==> config.mk <==
export PLATFORM = sky130hd
export DESIGN_NAME = arf_sched_ctrl
export DESIGN_NICKNAME = d
export VERILOG_FILES = /design/src/rtl/arf_pkg.sv /design/src/rtl/arf_err_acc.sv /design/src/rtl/arf_sched_ctrl.sv
export SDC_FILE = /design/constraint.sdc
export NUM_CORES = 1
export LEC_CHECK = 0
export ABC_AREA = 1
export BUFFER_PORTS_ARGS = -buffer_cell sky130_fd_sc_hd__buf_2
export CELL_PAD_IN_SITES_DETAIL_PLACEMENT = 1
export CELL_PAD_IN_SITES_GLOBAL_PLACEMENT = 1
export CORE_AREA = 2 2 444 446
export CTS_BUF_LIST = sky130_fd_sc_hd__clkbuf_8 sky130_fd_sc_hd__clkbuf_16
export DETAILED_ROUTE_END_ITERATION = 8
export DIE_AREA = 0 0 446 448
export PLACE_DENSITY = 0.33
export SYNTH_ARGS = -nofsm -noshare
export SYNTH_HDL_FRONTEND = slang
export SYNTH_HIERARCHICAL = 1
export SYNTH_SLANG_ARGS = --single-unit
export TNS_END_PERCENT = 10
==> constraint.sdc <==
create_clock -name clk -period 4.5 [get_ports clk]
set_input_delay 0.225 -clock clk [delete_from_list [all_inputs] [get_ports clk]]
set_output_delay 0.225 -clock clk [all_outputs]
set_load 0.05 [all_outputs]
==> src/rtl/arf_pkg.sv <==
// Shared types and constants for the ARF sequencing controller.
package arf_pkg;

   localparam int ARF_NUM_IN = 10;
   localparam int ARF_DW     = 32;

   typedef logic [ARF_NUM_IN-1:0][ARF_DW-1:0] arf_frame_t;
   typedef logic [1:0][ARF_DW-1:0]            arf_pair_t;

   typedef enum logic [1:0] {
      IDLE = 2'd0,
      WAIT = 2'd1,
      CAPT = 2'd2,
      EMIT = 2'd3
   } arf_state_t;

endpackage

==> src/rtl/arf_err_acc.sv <==
// One lane of error statistics: e = var - acc (signed, DW+1 bits), a wrapping
// signed sum of e and a saturating unsigned sum of e*e.
module arf_err_acc #(
   parameter int DW    = 32,
   parameter int SUM_W = 48,
   parameter int SQ_W  = 80
) (
   input  logic             clk,
   input  logic             rst,
   input  logic             clr,
   input  logic             en,
   input  logic [DW-1:0]    var_in,
   input  logic [DW-1:0]    acc_in,
   output logic [SUM_W-1:0] err_sum,
   output logic [SQ_W-1:0]  err_sq
);

   localparam int EW = DW + 1;
   localparam int PW = 2 * EW;
   localparam int AW = ((SQ_W > PW) ? SQ_W : PW) + 1;

   logic signed [EW-1:0] e;
   logic signed [PW-1:0] e_w;
   logic [PW-1:0]        sq;
   logic [AW-1:0]        sq_next;

   assign e       = $signed({var_in[DW-1], var_in}) - $signed({acc_in[DW-1], acc_in});
   assign e_w     = PW'(e);
   assign sq      = e_w * e_w;
   // One spare bit above the wider operand so the overflow is always visible.
   assign sq_next = AW'(err_sq) + AW'(sq);

   always_ff @(posedge clk) begin
      if (rst || clr) begin
         err_sum <= '0;
         err_sq  <= '0;
      end else if (en) begin
         err_sum <= err_sum + SUM_W'(e);
         if (sq_next > AW'({SQ_W{1'b1}}))
            err_sq <= {SQ_W{1'b1}};
         else
            err_sq <= sq_next[SQ_W-1:0];
      end
   end

endmodule

==> src/rtl/arf_sched_ctrl.sv <==
// Sequencer for the arf_variance / arf_accurate datapath pair: launch, settle,
// capture, emit. Error statistics are built only when ARF_ERR_STATS_EN is defined.
module arf_sched_ctrl
   import arf_pkg::*;
#(
   parameter int DW    = 32,
   parameter int LAT   = 4,
   parameter int CNT_W = 32,
   parameter int SUM_W = 48,
   parameter int SQ_W  = 80
) (
   input  logic                       clk,
   input  logic                       rst,
   input  logic                       in_valid,
   output logic                       in_ready,
   input  logic [ARF_NUM_IN*DW-1:0]   in_frame,
   output logic [ARF_NUM_IN*DW-1:0]   dp_opnd,
   input  logic [2*DW-1:0]            dp_var,
   input  logic [2*DW-1:0]            dp_acc,
   output logic                       res_valid,
   input  logic                       res_ready,
   output logic [2*DW-1:0]            res_out,
   input  logic                       stat_clr,
   output logic [CNT_W-1:0]           sample_cnt,
   output logic [2*SUM_W-1:0]         err_sum,
   output logic [2*SQ_W-1:0]          err_sq,
   output arf_state_t                 state_dbg
);

   // Handshakes: a transfer happens on a clock edge where valid && ready are
   // both high; valid/data hold until then, and ready never depends on the
   // other side's valid or ready in the same cycle.

   arf_state_t state, state_nxt;
   logic [7:0] wait_cnt;
   logic       accept;
   logic       capture;

   assign accept    = (state == IDLE) && in_valid;
   assign capture   = (state == CAPT);
   assign state_dbg = state;

   always_comb begin
      state_nxt = state;
      in_ready  = 1'b0;
      res_valid = 1'b0;
      case (state)
         IDLE: begin
            in_ready = 1'b1;
            if (in_valid) state_nxt = WAIT;
         end
         WAIT: if (wait_cnt == 8'd0) state_nxt = CAPT;
         CAPT: state_nxt = EMIT;
         EMIT: begin
            res_valid = 1'b1;
            if (res_ready) state_nxt = IDLE;
         end
         default: state_nxt = IDLE;
      endcase
   end

   always_ff @(posedge clk) begin
      if (rst) begin
         state    <= IDLE;
         wait_cnt <= 8'd0;
         dp_opnd  <= '0;
         res_out  <= '0;
      end else begin
         state <= state_nxt;
         if (accept) begin
            dp_opnd  <= in_frame;
            wait_cnt <= 8'(LAT - 1);
         end else if (state == WAIT && wait_cnt != 8'd0) begin
            wait_cnt <= wait_cnt - 8'd1;
         end
         if (capture) res_out <= dp_var;
      end
   end

   // Clear takes priority over the increment of a coincident capture.
   always_ff @(posedge clk) begin
      if (rst || stat_clr)
         sample_cnt <= '0;
      else if (capture)
         sample_cnt <= sample_cnt + CNT_W'(1);
   end

`ifdef ARF_ERR_STATS_EN
   arf_err_acc #(.DW(DW), .SUM_W(SUM_W), .SQ_W(SQ_W)) u_acc27 (
      .clk     (clk),
      .rst     (rst),
      .clr     (stat_clr),
      .en      (capture),
      .var_in  (dp_var[DW-1:0]),
      .acc_in  (dp_acc[DW-1:0]),
      .err_sum (err_sum[SUM_W-1:0]),
      .err_sq  (err_sq[SQ_W-1:0])
   );

   arf_err_acc #(.DW(DW), .SUM_W(SUM_W), .SQ_W(SQ_W)) u_acc28 (
      .clk     (clk),
      .rst     (rst),
      .clr     (stat_clr),
      .en      (capture),
      .var_in  (dp_var[2*DW-1:DW]),
      .acc_in  (dp_acc[2*DW-1:DW]),
      .err_sum (err_sum[2*SUM_W-1:SUM_W]),
      .err_sq  (err_sq[2*SQ_W-1:SQ_W])
   );
`else
   logic acc_unused;
   assign acc_unused = ^dp_acc;
   assign err_sum    = '0;
   assign err_sq     = '0;
`endif

endmodule

==> run summary, run 1 <==
Worst slack, placed -> 1.70 ns
Area post-placement -> 23500 sq um
Chip Width -> 446 um
Final slew viol count -> 0
Path type of the worst min-delay path -> input port to flop
Reg-to-reg startpoint -> state_dbg[0]
Initial Utilization -> 8.92%
Die Span Y -> 448 um
First DRT Iteration DRCs -> 769
RD Place Congestion -> 0.741
Worst setup path category -> flop to flop
Via count of the first global-routing pass -> 19000
Total gr overflow -> 0
Clock transition at the registers of the reported paths -> 0.05 ns
Final sum of negative setup slack -> 0 ns
Number of buffers added by the clock tree synthesis step -> 61
Top Ports -> 1129
Count of hold buffers inserted by post-cts repair -> 385
Least setup slack across all paths after layout -> 1.82 ns
Source-to-sink clock delay at the later pin of the worst-skew pair -> 0.71 ns
H-tree levels -> 2
Area growth from synthesis to layout -> 69.8%
Worst-case clock buffer depth -> 3
Crit path cell chain -> inv_1 -> ha_1 -> nand2_8 -> buf_4 -> o21ai_0 -> nor2_1
Master cell of the clock root buffer -> clkbuf_16
Syn Inst Count -> 2290
P_leak -> 13.4 nW
Number of setup violations in the final report -> 0
Crit start category -> flop
Cell area power density -> 638 nW/um^2
Hold_ws -> 0.0340 ns
Overall global routing resource usage -> 9.88%
Sinks on the clock net -> 426
Min Clock Period, post-route -> 2.68 ns
Antenna violations before repair -> 17
Wirelength per Cell -> 17.3 um
DR vias -> 18600
Die area -> 200000 sq um
Post-synthesis sequential element count -> 426
Detailed placement HPWL -> 80000 um
Post-synthesis instance area -> 17300 sq um
Total Routed Length -> 104000 um
Drt first pass iters -> 4
Core area -> 195000 sq um
Worst clock skew -> 0.0336 ns
Sort of element at the end of the critical path -> flop
F_max -> 373 MHz
Global-route wire length before repair -> 142000 um
Filler Cells Inserted -> 23600
Overall power -> 18.8 mW
Largest fanout on the critical path -> 67
Startpoint of the worst hold path -> in_frame[281]
Fraction of the cycle the final worst path needs -> 59.6%
Number of routed nets with antenna violations -> 0
Maximum number of pins on one net before global-route repair -> 85
Summed area of non-filler cells in the final layout -> 29500 sq um
Hold Fails Final Rpt -> 0
Number of nets in the finished design -> 3915
Setup repair after global routing missed its margin -> no
Start point of the critical path -> state_dbg[0]
Final Non-Filler Cells -> 6053
Share of synthesized area occupied by flip-flops and latches -> 49.2%
Transition at the pin with the smallest max-transition slack -> 1.00 ns
Cell variety after synth -> 31
Number of placed instances with taps included -> 5548
Post-Synthesis Mean Instance Area -> 7.58 sq um
IR Drop Worst-Case VDD -> 0.000297 V
Count of yosys warnings during synthesis -> 6
Most common cell after layout, fill and taps aside -> nor2_1
Post-CTS setup-driven buffer insertion count -> 0
Post-cts sizing count -> 0
Site Rows -> 162
Number of DRC violations after detailed routing -> 0
Count of input and output buffers -> 808
Crit path required time -> 5.04 ns
CP delay by family, top -> compound AO/OA/AOI/OAI gates
Slowest library cell on the worst path -> o21ai_0
Max-slew headroom -> 32.3%
Via density -> 3.07
Top library cells by usage in the layout, fill and taps aside -> nor2_1, buf_2, dfxtp_1
Arrival time of the worst setup path -> 3.22 ns
R2R Setup Slk -> 1.82 ns
# Max-Cap Violations -> 0
TritonCTS clock tree -> built
Status -> finished, final reports clean
Finished Core Util -> 15.1%
Layout cell share with drive strength beyond 1 -> 27.8%
Crit-path max cell delay -> 0.79 ns
Crit path buf inv count -> 2
## metal layers
metal  wire length [um]  vias up  share of wire [%]  global-route usage (%)
met2              51600      536                 49                    17.0
met3               6890      103                6.6                    2.59
met4               2110        4                2.0                    2.44
met1              43800     8807                 42                    12.2
li1                   -     9107                  -                       -
met5                 27        -              0.026                       0
## worst reg2reg max path: stages, from the launching register on
cell and delay, ns:
dfxtp_1 0.39, inv_1 0.17, ha_1 0.37, nand2_8 0.36
buf_4 0.39, o21ai_0 0.80, nor2_1 0.07
## cells by family after synthesis
kind of cell / after synthesis / synth area share, %
buf+inv: 431 / 15.2
compound gates: 415 / 12.0
other cells: 1 / 0.0216
simple gates: 1003 / 22.7
flops: 426 / 49.2
fa+ha+maj: 8 / 0.577
xor+xnor: 6 / 0.303
## state kept, by name, summed over array words and instances, names as in the netlist
signal      count
res_out        64
wait_cnt        8
dp_opnd       320
state_dbg       2
sample_cnt     32
## cell usage after synthesis
| master | count | share of area, % |
|---|---|---|
| a211oi_1 | 1 | 0.043 |
| a21oi_1 | 21 | 0.61 |
| and3_1 | 1 | 0.036 |
| buf_1 | 1 | 0.022 |
| buf_2 | 44 | 1.3 |
| buf_4 | 256 | 11 |
| buf_6 | 1 | 0.065 |
| clkbuf_1 | 83 | 1.8 |
| clkbuf_2 | 1 | 0.029 |
| conb_1 | 1 | 0.022 |
| dfxtp_1 | 426 | 49 |
| ha_1 | 8 | 0.58 |
| inv_1 | 39 | 0.84 |
| inv_2 | 5 | 0.11 |
| inv_4 | 1 | 0.036 |
| nand2_1 | 95 | 2.1 |
| nand2_2 | 5 | 0.18 |
| nand2_4 | 1 | 0.065 |
| nand3_1 | 31 | 0.89 |
| nand3_4 | 1 | 0.10 |
| nand3b_1 | 2 | 0.087 |
| nand4_1 | 8 | 0.29 |
| nor2_1 | 836 | 18 |
| nor2_2 | 12 | 0.43 |
| nor2_4 | 4 | 0.26 |
| nor3_1 | 6 | 0.17 |
| nor3b_1 | 1 | 0.043 |
| o21ai_0 | 392 | 11 |
| o22ai_1 | 1 | 0.036 |
| xnor2_1 | 2 | 0.10 |
| xor2_1 | 4 | 0.20 |
## worst paths after layout
path                  end  cells after the start
min reg2reg  dp_opnd[185]                      2
max reg2reg  dp_opnd[287]                      6
min          dp_opnd[281]                      3
max          dp_opnd[287]                      6
## cell type report
cell class	instances	area [sq um]	area share, %
Sequential cell	426	8530	29.0
Clock inverter	40	380	1.29
Multi-Input combinational cell	1688	7160	24.3
Timing Repair Buffer	1232	8290	28.1
Clock buffer	75	1720	5.84
Tap cell	2542	3180	10.8
Antenna cell	5	12.5	0.0425
Inverter	45	186	0.633
## power by group
part           internal (mW)  switching, mW  total, mW
registers               4.76          0.483       5.24
clock network           3.03           2.12       5.15
logic                   1.80           6.62       8.41
total                   9.59           9.22       18.8
Note: power is estimated with default switching activity, not from simulation.
==> inputs of run 2 (changes only) <==
--- a/config.mk
+++ b/config.mk
@@ -9,11 +9,11 @@
 export BUFFER_PORTS_ARGS = -buffer_cell sky130_fd_sc_hd__buf_2
 export CELL_PAD_IN_SITES_DETAIL_PLACEMENT = 1
 export CELL_PAD_IN_SITES_GLOBAL_PLACEMENT = 1
-export CORE_AREA = 2 2 444 446
+export CORE_AREA = 2 2 440 442
 export CTS_BUF_LIST = sky130_fd_sc_hd__clkbuf_8 sky130_fd_sc_hd__clkbuf_16
 export DETAILED_ROUTE_END_ITERATION = 8
-export DIE_AREA = 0 0 446 448
-export PLACE_DENSITY = 0.33
+export DIE_AREA = 0 0 442 444
+export PLACE_DENSITY = 0.34
 export SYNTH_ARGS = -nofsm -noshare
 export SYNTH_HDL_FRONTEND = slang
 export SYNTH_HIERARCHICAL = 1
==> constraint.sdc (replaced) <==
create_clock -name clk -period 2.6 [get_ports clk]
set_input_delay 0.13 -clock clk [delete_from_list [all_inputs] [get_ports clk]]
set_output_delay 0.13 -clock clk [all_outputs]
set_load 0.05 [all_outputs]
==> run 2 against run 1 <==
Net effect:
- routed wire length down 1.3%
- highest routed layer unchanged
- worst setup slack worse by 1.5 ns
- core utilization grew 0.51 points
- largest power group unchanged
- largest cell class is now non-clock buffers
- register-to-register slack got worse by 1.5 ns
==> run summary, run 2 (synthesis results as in run 1) <==
Sinks on the clock net -> 426
Crit path buf inv count -> 2
Total Routed Length -> 103000 um
Antenna violations before repair -> 20
Total gr overflow -> 0
H-tree levels -> 3
# Max-Cap Violations -> 0
Filler Cells Inserted -> 23100
Area growth from synthesis to layout -> 72.8%
Number of buffers added by the clock tree synthesis step -> 68
DR vias -> 18700
CP delay by family, top -> buffers and inverters
Cell area power density -> 1120 nW/um^2
Fraction of power spent switching nets -> 48.3%
Layout cell share with drive strength beyond 1 -> 28.5%
Max-slew headroom -> 57.3%
Switching pwr -> 16.2 mW
Core area -> 192000 sq um
RD Place Congestion -> 0.776
Setup repair after global routing missed its margin -> no
Crit path required time -> 3.14 ns
Combinational share of power -> 44.2%
Crit start category -> flop
Most common cell after layout, fill and taps aside -> nor2_1
Number of routed nets with antenna violations -> 0
Number of nets in the finished design -> 3953
Chip Width -> 442 um
Transition at the pin with the smallest max-transition slack -> 0.641 ns
Worst slack, placed -> 0.226 ns
Count of input and output buffers -> 808
Sequential share of power -> 27.1%
Worst-case clock buffer depth -> 3
Sort of element at the end of the critical path -> flop
Via count of the first global-routing pass -> 19400
Crit path cell chain -> inv_1 -> ha_1 -> nand2_8 -> buf_4 -> o21ai_0 -> nor2_1
Maximum number of pins on one net before global-route repair -> 67
Number of placed instances with taps included -> 5560
Crit-path max cell delay -> 0.47 ns
Fraction of the cycle the final worst path needs -> 89.3%
IR Drop Worst-Case VDD -> 0.000534 V
Hold Fails Final Rpt -> 0
Final Non-Filler Cells -> 6073
Via density -> 3.07
Worst clock skew -> 0.0220 ns
Clock transition at the registers of the reported paths -> 0.06 ns
Min Clock Period, post-route -> 2.32 ns
Final slew viol count -> 0
Die area -> 196000 sq um
Biggest regs -> dp_opnd x320, res_out x64, sample_cnt x32
Number of DRC violations after detailed routing -> 0
Top library cells by usage in the layout, fill and taps aside -> nor2_1, buf_2, dfxtp_1
First DRT Iteration DRCs -> 657
TritonCTS clock tree -> built
Master cell of the clock root buffer -> clkbuf_16
Detailed placement HPWL -> 79500 um
Overall global routing resource usage -> 10.1%
Source-to-sink clock delay at the later pin of the worst-skew pair -> 0.68 ns
Die Span Y -> 444 um
Largest fanout on the critical path -> 31
Largest Register -> dp_opnd
Arrival time of the worst setup path -> 2.86 ns
Global-route wire length before repair -> 144000 um
Status -> finished, final reports clean
Top Ports -> 1129
Least setup slack across all paths after layout -> 0.277 ns
Slowest library cell on the worst path -> o21ai_0
Largest register FFs -> 320
Fraction of power consumed by the clock network -> 28.7%
Internal power summed over all cells -> 17.3 mW
Path type of the worst min-delay path -> input port to flop
P_leak -> 13.6 nW
Number of setup violations in the final report -> 0
Drt first pass iters -> 4
Site Rows -> 161
Final sum of negative setup slack -> 0 ns
Worst setup path category -> flop to flop
F_max -> 431 MHz
Wirelength per Cell -> 17.0 um
Initial Utilization -> 9.06%
-- run 2: cell types whose count changed in the layout (fill, tap and decap cells not counted), moves of 2 or more --
cell | before | now
buf_4 | 31 | 51
buf_12 | 8 | 16
clkbuf_16 | 61 | 69
clkinv_2 | 11 | 6
dlygate4sd3_1 | 385 | 388
inv_1 | 58 | 55
inv_16 | 1 | 3
inv_6 | 0 | 2
-- run 2: per-layer routing --
layer	vias up	routed length (um)	share of wire, %	track usage, %
met5	-	35	0.034	0
met4	6	2870	2.8	3.76
met3	114	5530	5.4	2.43
met2	542	50200	49	17.3
met1	8812	44500	43	12.3
li1	9191	-	-	-
-- run 2: power groups by stage --
stage,clock network (mW),logic [mW],registers (mW)
after floorplan,0,4.46,14.9
after global placement,0,14.7,9.18
after detailed placement,0,14.7,9.23
after CTS,10.2,15.2,9.11
after global routing,10.4,15.9,9.33
final,9.63,14.8,9.09
-- run 2: through the flow --
step / power, mW / hold WS [ns] / utilization (%) / area [sq um]
6_report: 33.6 / 0.173 / 15.6 / 30000
5_1_grt: 35.6 / 0.185 / 15.6 / 30000
2_1_floorplan: 19.4 / 0.202 / - / 18300
3_5_place_dp: 23.9 / 0.361 / 12.4 / 23800
4_1_cts: 34.6 / 0.106 / 15.6 / 30000
3_3_place_gp: 23.8 / 0.356 / 12.4 / 23800
-- run 2: area by class of cell --
class	instances	area, sq um	share of cell area (%)
antenna	5	12.5	0.0417
clock buffer	83	1920	6.40
clock inverter	37	374	1.25
inverter	45	186	0.622
multi-input combinational	1688	7160	23.9
sequential	426	8530	28.5
tap	2526	3160	10.5
timing repair buffer	1263	8630	28.8
-- run 2: path summary, 6_finish.rpt --
kind | startpoint | end | slack [ns] | cells past startpoint
max | state_dbg[1] | dp_opnd[79] | 0.28 | 6
min | in_valid | dp_opnd[276] | 0.17 | 4
max reg2reg | state_dbg[1] | dp_opnd[79] | 0.28 | 6
min reg2reg | dp_opnd[306] | dp_opnd[306] | 0.47 | 2
-- run 2: worst reg2reg max path: stages, from the launching register on --
cell and delay (ns):
dfxtp_1 0.41, inv_1 0.14, ha_1 0.38, nand2_8 0.29, buf_4 0.42, o21ai_0 0.47, nor2_1 0.07
-- run 2: repair_timing --
item                      CTS  global route
hold endpoints to repair  414             0
gates resized for setup     0             0
hold buffers              388             0
buffers inserted            0             0
